**config.mk**
```make
export PLATFORM = sky130hd
export DESIGN_NAME = traffic_phase_scheduler
export DESIGN_NICKNAME = d
export VERILOG_FILES = /design/src/rtl/traffic_phase_scheduler.sv
export SDC_FILE = /design/constraint.sdc
export NUM_CORES = 1
export LEC_CHECK = 0
export CORE_UTILIZATION = 45
export DETAILED_ROUTE_END_ITERATION = 12
export HOLD_SLACK_MARGIN = 0.02
export PLACE_DENSITY = 0.7
export SKIP_LAST_GASP = 1
export SLEW_MARGIN = 20
export SYNTH_ARGS = -nofsm -noshare
export SYNTH_HDL_FRONTEND = slang
export SYNTH_SLANG_ARGS = --single-unit
export TNS_END_PERCENT = 10
```
**constraint.sdc**
```tcl
create_clock -name clk -period 2.9 [get_ports clk]
set_input_delay 0.725 -clock clk [delete_from_list [all_inputs] [get_ports clk]]
set_output_delay 0.725 -clock clk [all_outputs]
set_load 0.01 [all_outputs]
```
**src/rtl/traffic_phase_scheduler.sv**
```systemverilog
// rtl/traffic_phase_scheduler.sv - round-robin multi-approach intersection phase scheduler
// Optional macro PREEMPT_EN adds the emergency preemption inputs preempt/preempt_phase.
// Lamp encoding per approach: 001=green, 010=yellow, 100=red.
module traffic_phase_scheduler #(
  parameter int N_PHASES  = 4,
  parameter int MIN_GREEN = 5,
  parameter int MAX_GREEN = 20,
  parameter int YELLOW_T  = 3,
  parameter int ALLRED_T  = 2,
  localparam int PW = (N_PHASES > 1) ? $clog2(N_PHASES) : 1,
  localparam int TW = $clog2(MAX_GREEN + 1)
) (
  input  logic                  clk,
  input  logic                  rst_n,
  input  logic                  tick,
  input  logic [N_PHASES-1:0]   sensor,
`ifdef PREEMPT_EN
  input  logic                  preempt,
  input  logic [PW-1:0]         preempt_phase,
`endif
  output logic [3*N_PHASES-1:0] lights,
  output logic [PW-1:0]         active_phase,
  output logic [N_PHASES-1:0]   pending,
  output logic                  phase_start
);

  typedef enum logic [1:0] {
    S_ALLRED = 2'd0,
    S_GREEN  = 2'd1,
    S_YELLOW = 2'd2
  } state_t;

  localparam logic [2:0] LAMP_G = 3'b001;
  localparam logic [2:0] LAMP_Y = 3'b010;
  localparam logic [2:0] LAMP_R = 3'b100;

  state_t                  state_q;
  logic [TW-1:0]           timer_q;
  logic [PW-1:0]           active_q;
  logic [PW-1:0]           next_phase_q;
  logic [N_PHASES-1:0]     pending_q, pending_d;
  logic [3*N_PHASES-1:0]   lights_q;
  logic                    phase_start_q;

  logic [N_PHASES-1:0]     act_oh;
  logic                    others_pending;
  logic [PW-1:0]           scan_phase;
  logic                    scan_found;
  logic                    allred_done, yellow_done, green_exit;
  logic                    gap_out, max_out;
  logic [PW-1:0]           entry_phase, exit_next;

  // All lamps red except the given phase, which shows the given colour.
  function automatic logic [3*N_PHASES-1:0] lamps(input logic [PW-1:0] ph, input logic [2:0] col);
    logic [3*N_PHASES-1:0] r;
    r = {N_PHASES{LAMP_R}};
    r[int'(ph)*3 +: 3] = col;
    return r;
  endfunction

  // One-hot of the active phase and round-robin search for the next requester after it.
  always_comb begin
    act_oh = '0;
    act_oh[active_q] = 1'b1;
    others_pending = |(pending_q & ~act_oh);
    scan_found = 1'b0;
    scan_phase = active_q;
    for (int k = 1; k < N_PHASES; k++) begin
      if (!scan_found && pending_q[PW'((int'(active_q) + k) % N_PHASES)]) begin
        scan_found = 1'b1;
        scan_phase = PW'((int'(active_q) + k) % N_PHASES);
      end
    end
  end

  // State exit conditions; green only yields when someone else is waiting (or preemption forces it).
  always_comb begin
    allred_done = tick && (state_q == S_ALLRED) && (timer_q == TW'(ALLRED_T - 1));
    yellow_done = tick && (state_q == S_YELLOW) && (timer_q == TW'(YELLOW_T - 1));
    gap_out     = (timer_q >= TW'(MIN_GREEN - 1)) && !sensor[active_q];
    max_out     = (timer_q >= TW'(MAX_GREEN - 1));
`ifdef PREEMPT_EN
    green_exit  = tick && (state_q == S_GREEN) &&
                  ((preempt && (preempt_phase != active_q)) ||
                   (!(preempt && (preempt_phase == active_q)) && others_pending && (gap_out || max_out)));
    exit_next   = preempt ? preempt_phase : scan_phase;
    entry_phase = preempt ? preempt_phase : next_phase_q;
`else
    green_exit  = tick && (state_q == S_GREEN) && others_pending && (gap_out || max_out);
    exit_next   = scan_phase;
    entry_phase = next_phase_q;
`endif
  end

  // Latch requests from non-green approaches; entering green clears that phase and beats a same-edge set.
  always_comb begin
    pending_d = pending_q | (sensor & ~((state_q == S_GREEN) ? act_oh : '0));
    if (allred_done) pending_d[entry_phase] = 1'b0;
  end

  // Phase FSM with saturating tick timer and registered lamp/status outputs.
  always_ff @(posedge clk or negedge rst_n) begin
    if (!rst_n) begin
      state_q       <= S_ALLRED;
      timer_q       <= '0;
      active_q      <= '0;
      next_phase_q  <= '0;
      pending_q     <= '0;
      lights_q      <= {N_PHASES{LAMP_R}};
      phase_start_q <= 1'b0;
    end else begin
      pending_q     <= pending_d;
      phase_start_q <= 1'b0;
      if (tick && (timer_q != TW'(MAX_GREEN))) timer_q <= timer_q + 1'b1;
      case (state_q)
        S_ALLRED: begin
`ifdef PREEMPT_EN
          if (preempt) next_phase_q <= preempt_phase;
`endif
          if (allred_done) begin
            state_q       <= S_GREEN;
            timer_q       <= '0;
            active_q      <= entry_phase;
            lights_q      <= lamps(entry_phase, LAMP_G);
            phase_start_q <= 1'b1;
          end
        end
        S_GREEN: begin
          if (green_exit) begin
            state_q      <= S_YELLOW;
            timer_q      <= '0;
            next_phase_q <= exit_next;
            lights_q     <= lamps(active_q, LAMP_Y);
          end
        end
        S_YELLOW: begin
`ifdef PREEMPT_EN
          if (preempt) next_phase_q <= preempt_phase;
`endif
          if (yellow_done) begin
            state_q  <= S_ALLRED;
            timer_q  <= '0;
            lights_q <= {N_PHASES{LAMP_R}};
          end
        end
        default: begin
          state_q  <= S_ALLRED;
          timer_q  <= '0;
          lights_q <= {N_PHASES{LAMP_R}};
        end
      endcase
    end
  end

  assign lights       = lights_q;
  assign active_phase = active_q;
  assign pending      = pending_q;
  assign phase_start  = phase_start_q;

endmodule

```
== After elaboration in Yosys (flattened, before gate mapping) ==
Cells that the tools add are included.
Operators by class
  $add $sub $neg: 6
  multipliers: 2
  magnitude comparators: 9
  equal/unequal tests: 8
  shift operators: 4
  multiplexer cells: 37
  bitwise gates (word level): 13
  reductions and logical operators: 22
Operators by type and width (number)
  $neg 4->33: 2
  $shift 3x33->12 const A: 2
  $shiftx 3x33->12 const A: 2
  $mux 12: 3
  $pmux 12 s3: 1
  $mux 5: 4
  $not 4->4: 5
  $and 8x8->8: 2
  $pmux 5 s3: 1
  $logic_and 1x1->1: 13
  $mux 1: 13
  $and 4x4->4: 3
  $lt 2x4->1 const B: 3
  $mux 2: 6
  $or 4x4->4: 3
  $bmux 1 s2: 4
  $mul 2x2->4 const B: 2
  $mux 4: 2
  $lt 2x3->1 const B: 2
  $ne 2x2->1 const B: 3
  $pmux 2 s3: 1
  $add 5x1->5 const B: 1
  $eq 5x1->1 const B: 1
  $eq 5x2->1 const B: 1
  15 further kinds: 21
Storage, ports and cells
  register bits after elaboration: 28
  bits of input ports: 7
  word-level logic and storage cells: 108

== Depth between registers and ports, before layout ==
  depth in word-level cells: 11
  mapped depth: 9
  gate-level depth less buffers: 7

== Worst setup path after synthesis ==
OpenSTA, ideal clock, no wires.
  path kind: flip-flop to flip-flop
  from: reg active_q[0] (netlist: active_phase[0])
  to: reg next_phase_q[0] (netlist: entry_phase[0])
  setup time: 82 ps
  data arrival time: 1998 ps
  path slack: 820 ps
  stages on the path, launching flop included: 10
  path buffers: 2
  clock period less this slack: 2080 ps
  path through: dfrtp_1 buf_2 inv_1 ha_1 clkbuf_2 nand2b_1 and3_1 a221o_1 a31o_2 o22ai_1
Between the ends
  cells in the longest elaborated chain, start to end: 11
  elaborated cells between the ends (all ways): 37
  those cells by class: add/sub: 3; order compare: 2; mux: 18; bitwise: 2; reduce/logical: 12
Ends and longest elaborated chain
  start: declaration: line 39  | logic [PW-1:0] active_q;
  start signal: assignment: line 123  | active_q <= entry_phase;
  $add 2x1->2: line 69, 71
  $bmux 1 s2: line 69  | if (!scan_found && pending_q[PW'((int'(active_q) + k) % N_PHASES)]) begin
  $mux 1 (implied by the code) (2 in a row): line 69
  $mux 1: line 69
  $logic_not 1->1: line 69
  $logic_and 1x1->1: line 69
  $mux 1: line 69
  $logic_not 1->1: line 69
  $logic_and 1x1->1: line 69
  $mux 2: line 69
  end signal: assignment: line 132  | next_phase_q <= exit_next;
  end: declaration: line 40  | logic [PW-1:0] next_phase_q;
Several ways; a longest one is shown, not always the timed one. The select of a mux whose other input is x is not followed.
A chain may end at the register's enable or synchronous reset.

== Final worst setup path ==
  from: reg active_q[0] (netlist: active_phase[0])
  to: reg lights_q[10] (netlist: lights[10])
Between the ends
  cells in the longest elaborated chain, start to end: 11
  elaborated cells between the ends (all ways): 24
  those cells by class: add/sub: 1; mul: 1; order compare: 2; eq/ne: 1; shift: 2; mux: 6; bitwise: 3; reduce/logical: 8
Ends and longest elaborated chain
  branches (longest 11 deep; another with $neg 4->33)
  end signal: assignment: line 109  | lights_q <= {N_PHASES{LAMP_R}};
  end signal: assignment: line 124  | lights_q <= lamps(entry_phase, LAMP_G);
  end signal: assignment: line 133  | lights_q <= lamps(active_q, LAMP_Y);
  end: declaration: line 42  | logic [3*N_PHASES-1:0] lights_q;
Parallel ways; which one is timed is not known. The select of a mux whose other input is x is not followed.

==> summary by stage <==
Flow run
The total of max-cap violations is 0.

Clock tree
For this design, the sink count on the clock tree is 28. The tree is rooted in a sky130_fd_sc_hd__clkbuf_4. At the later pin of the worst-skew pair, clock insertion delay measures 0.34 ns. In this run, post-CTS repair resized a total of 0 instances.

The longest clock path from root to sink contains 2 buffers. The H-tree depth is 1. The clock transition at the registers of the reported paths is 0.14 ns. Buffers added to address setup during post-CTS repair amount to 0. The total clock buffers created by CTS is 3. After clock tree synthesis, the flow added hold-fix buffers numbering 0. The clock tree from TritonCTS is built.

Cells and area
The most common library cell in the layout ignoring fill and taps is sky130_fd_sc_hd__clkdlybuf4s50_1. The flip-flop and latch area is 706 um2. Compared with the post-synthesis result, the final layout area differs by 19.9%.

The share of layout cells above drive strength 1 is 10.4%. The number of filler cells placed in the layout is 315. In the layout the commonest cells are 25 x sky130_fd_sc_hd__clkdlybuf4s50_1, 24 x sky130_fd_sc_hd__dfrtp_1, 18 x sky130_fd_sc_hd__nor2_1. 0 antenna diodes ended up in the layout. The area of combinational cells with multiple inputs is 792 um2.

After the last flow step, the layout net total stands at 199. After the flow finishes, the layout carries non-filler instances totaling 229.

Logic synthesis
The top cell type by area accounts for about two fifths of the synthesized area. The number of instances in the synthesized netlist is 157. The number of unique standard cell types used by synthesis is 41. Yosys attributes the largest share of cell area to sky130_fd_sc_hd__dfrtp_1 38%, sky130_fd_sc_hd__dfstp_2 6.7%, sky130_fd_sc_hd__ha_1 6.4%. After synthesis, flip-flops and latches occupy 44.8% of the total area. The synthesis warning total is 0. The average instance in the mapped netlist occupies between 10 and 15 um2. Synthesis inferred 28 register bits. The async set-or-reset flop fraction in the synthesized netlist is 100%. Summed over all instances, the cell type with the most area after synthesis is sky130_fd_sc_hd__dfrtp_1. The most frequently used flop master after synthesis is sky130_fd_sc_hd__dfrtp_1. Counting every net in the synthesized netlist gives about 170. The cell area that synthesis handed to floorplanning was 1580 um2. The number of enable-type register cells in the synthesized netlist is 0.

Place
OpenSTA, run right after detailed placement, puts the worst setup slack at 0.306 ns. The number of cells in the design after placement is approximately 230. The number of port buffers is 25.

The congestion estimate from routability-driven global placement came to 0.877. The placed wire-length estimate after detailed placement is approximately 2600 um.

Floorplan
The initial core utilization is between 40% and 50%. In this run the core area contains 21 standard-cell rows. The vertical extent of the die is ~60 um. The die covers around 3700 um2. 26 I/O pins were placed. The die span in x is between 60 and 70 um. The floorplan core area is 3340 um2.

GRT
The first-pass GRT wire length is roughly 5500 um. The via count of the first global-routing pass is 1148. The total congestion overflow is 0.

The maximum number of pins on one net before global-route repair is 29. Global routing used 20.5% of the available tracks across all layers. The number of antenna violations at the first check in global routing is 0.

Min path
The path class of the tightest hold or removal check is reg2reg. The startpoint of the lowest-slack hold path is lights[11].

Critical path
The worst setup path startpoint is active_phase[0]. The classification of the worst setup path is reg2reg. Of all nets on the critical path, the largest fanout is 14. STA puts the critical path data required time at 3.14 ns. The worst path arrival time is 2.65 ns. The worst register-to-register path begins at active_phase[0]. The worst setup path is launched from a flip-flop. STA classifies the critical path endpoint as a flip-flop.

STA
The tightest slew margin relative to the limit is 61.6%. Setup repair after global routing left no endpoint under its margin. Setup total negative slack on the finished layout was measured at 0 ns.

The shortest clock period the worst path allows after layout is 2.41 ns. After layout, the worst path uses 83.1% of the clock period. Once routing completed, OpenROAD measured the worst setup slack at approximately 0.5 ns.

Derived from the worst setup path, the maximum achievable clock frequency is 0.415 GHz. Setup violations remaining at the end of the flow were counted as 0. At the pin with the least slew margin, the transition time is 0.572 ns. The max-slew violation total from the final report is 0.

The worst clock skew is 0.00514 ns. The number of hold violations in the final report came to 0.

Drt
In the final routed layout, each cell accounts on average for 15.5 um. The routed design has 3540 um of wire. For this block, the via count after detailed routing is 1285. The ratio of routed vias to standard cells is 5.61. The number of violations reported at the end of detailed-routing iteration 0 is 93.

The first detailed-routing pass ran for 4 iterations. The count of nets left with antenna violations once routing finished came out at 0. The number of design rule violations left after detail routing is 0.

Power and ir drop
Summed over all cells, the static leakage comes to 0.877 nW. For this design the ratio of total power to cell area is 914 nW/um2. The worst-case vdd ir drop is slightly below 0.4 mV.

Outcome
The run finished with clean final reports.
-- worst paths after layout --
check | slack, ns | end | cells after the start
worst min-delay path | 0.48 | lights[11] | 2
max in group asynchronous | 1.84 | lights[5] | 2
worst max register to register | 0.49 | lights[10] | 7
worst min register to register | 0.48 | lights[11] | 2
min in group asynchronous | 0.75 | lights[6] | 2
worst max-delay path | 0.49 | lights[10] | 7
-- metal layers --
metal / GRT usage (%) / up-vias / part of all wire (%)
met3: 2.94 / 5 / 4.8
met2: 32.1 / 40 / 48
met4: 6.82 / 0 / 1.2
met5: 0 / - / 0
met1: 29.4 / 635 / 46
li1: - / 605 / -
-- report_power, final --
part | switching, mW | internal (mW)
registers | 0.164 | 0.509
clock network | 0.114 | 0.0541
logic | 0.462 | 0.422
total | 0.741 | 0.986
-- final cells by class --
| cell class | count | share of cell area (%) |
|---|---|---|
| tap | 46 | 3.05 |
| timing repair buffer | 26 | 13.7 |
| sequential | 28 | 37.4 |
| inverter | 13 | 2.58 |
| multi-input combinational | 112 | 41.9 |
| clock buffer | 4 | 1.39 |
-- registers in the layout (all words and copies together), names as in the netlist --
name          flops
state_q           2
phase_start       1
entry_phase       2
timer_q           5
pending           4
lights           12
active_phase      2
-- critical path, cell delays in order, from the launching register on --
cell	delay, ns
sky130_fd_sc_hd__dfrtp_1	0.66
sky130_fd_sc_hd__inv_1	0.22
sky130_fd_sc_hd__ha_1	0.33
sky130_fd_sc_hd__nand2b_1	0.17
sky130_fd_sc_hd__o2111ai_1	0.15
sky130_fd_sc_hd__and3_1	0.44
sky130_fd_sc_hd__o21ai_4	0.13
sky130_fd_sc_hd__a22o_1	0.21
-- Yosys cell counts, drive strengths merged (6+ instances only) --
| cell | n |
|---|---|
| nor2 | 18 |
| inv | 13 |
| ha | 8 |
| a21oi | 12 |
| nand2b | 6 |
| nand2 | 12 |
| mux2i | 7 |
| dfrtp | 24 |
| o21ai | 7 |
-- stage by stage --
| stage | total power [mW] | instance area (um2) | utilization [%] | hold slack, ns |
|---|---|---|---|---|
| detailed placement | 1.56 | 1860 | 55.8 | 0.462 |
| CTS | 1.73 | 1890 | 56.6 | 0.486 |
| global placement | 1.53 | 1860 | 55.8 | 0.451 |
| global route | 1.84 | 1890 | 56.6 | 0.500 |
| finish | 1.73 | 1890 | 56.6 | 0.481 |
| floorplan | 1.25 | 1580 | - | 0.429 |
-- cells by family after synthesis --
logic type	share of synthesized area [%]
simple gates	16.0
compound gates	19.9
flops	44.8
buf+inv	4.92
mux	5.88
fa+ha+maj	6.35
xor+xnor	2.22
(Power assumes the default switching activity.)
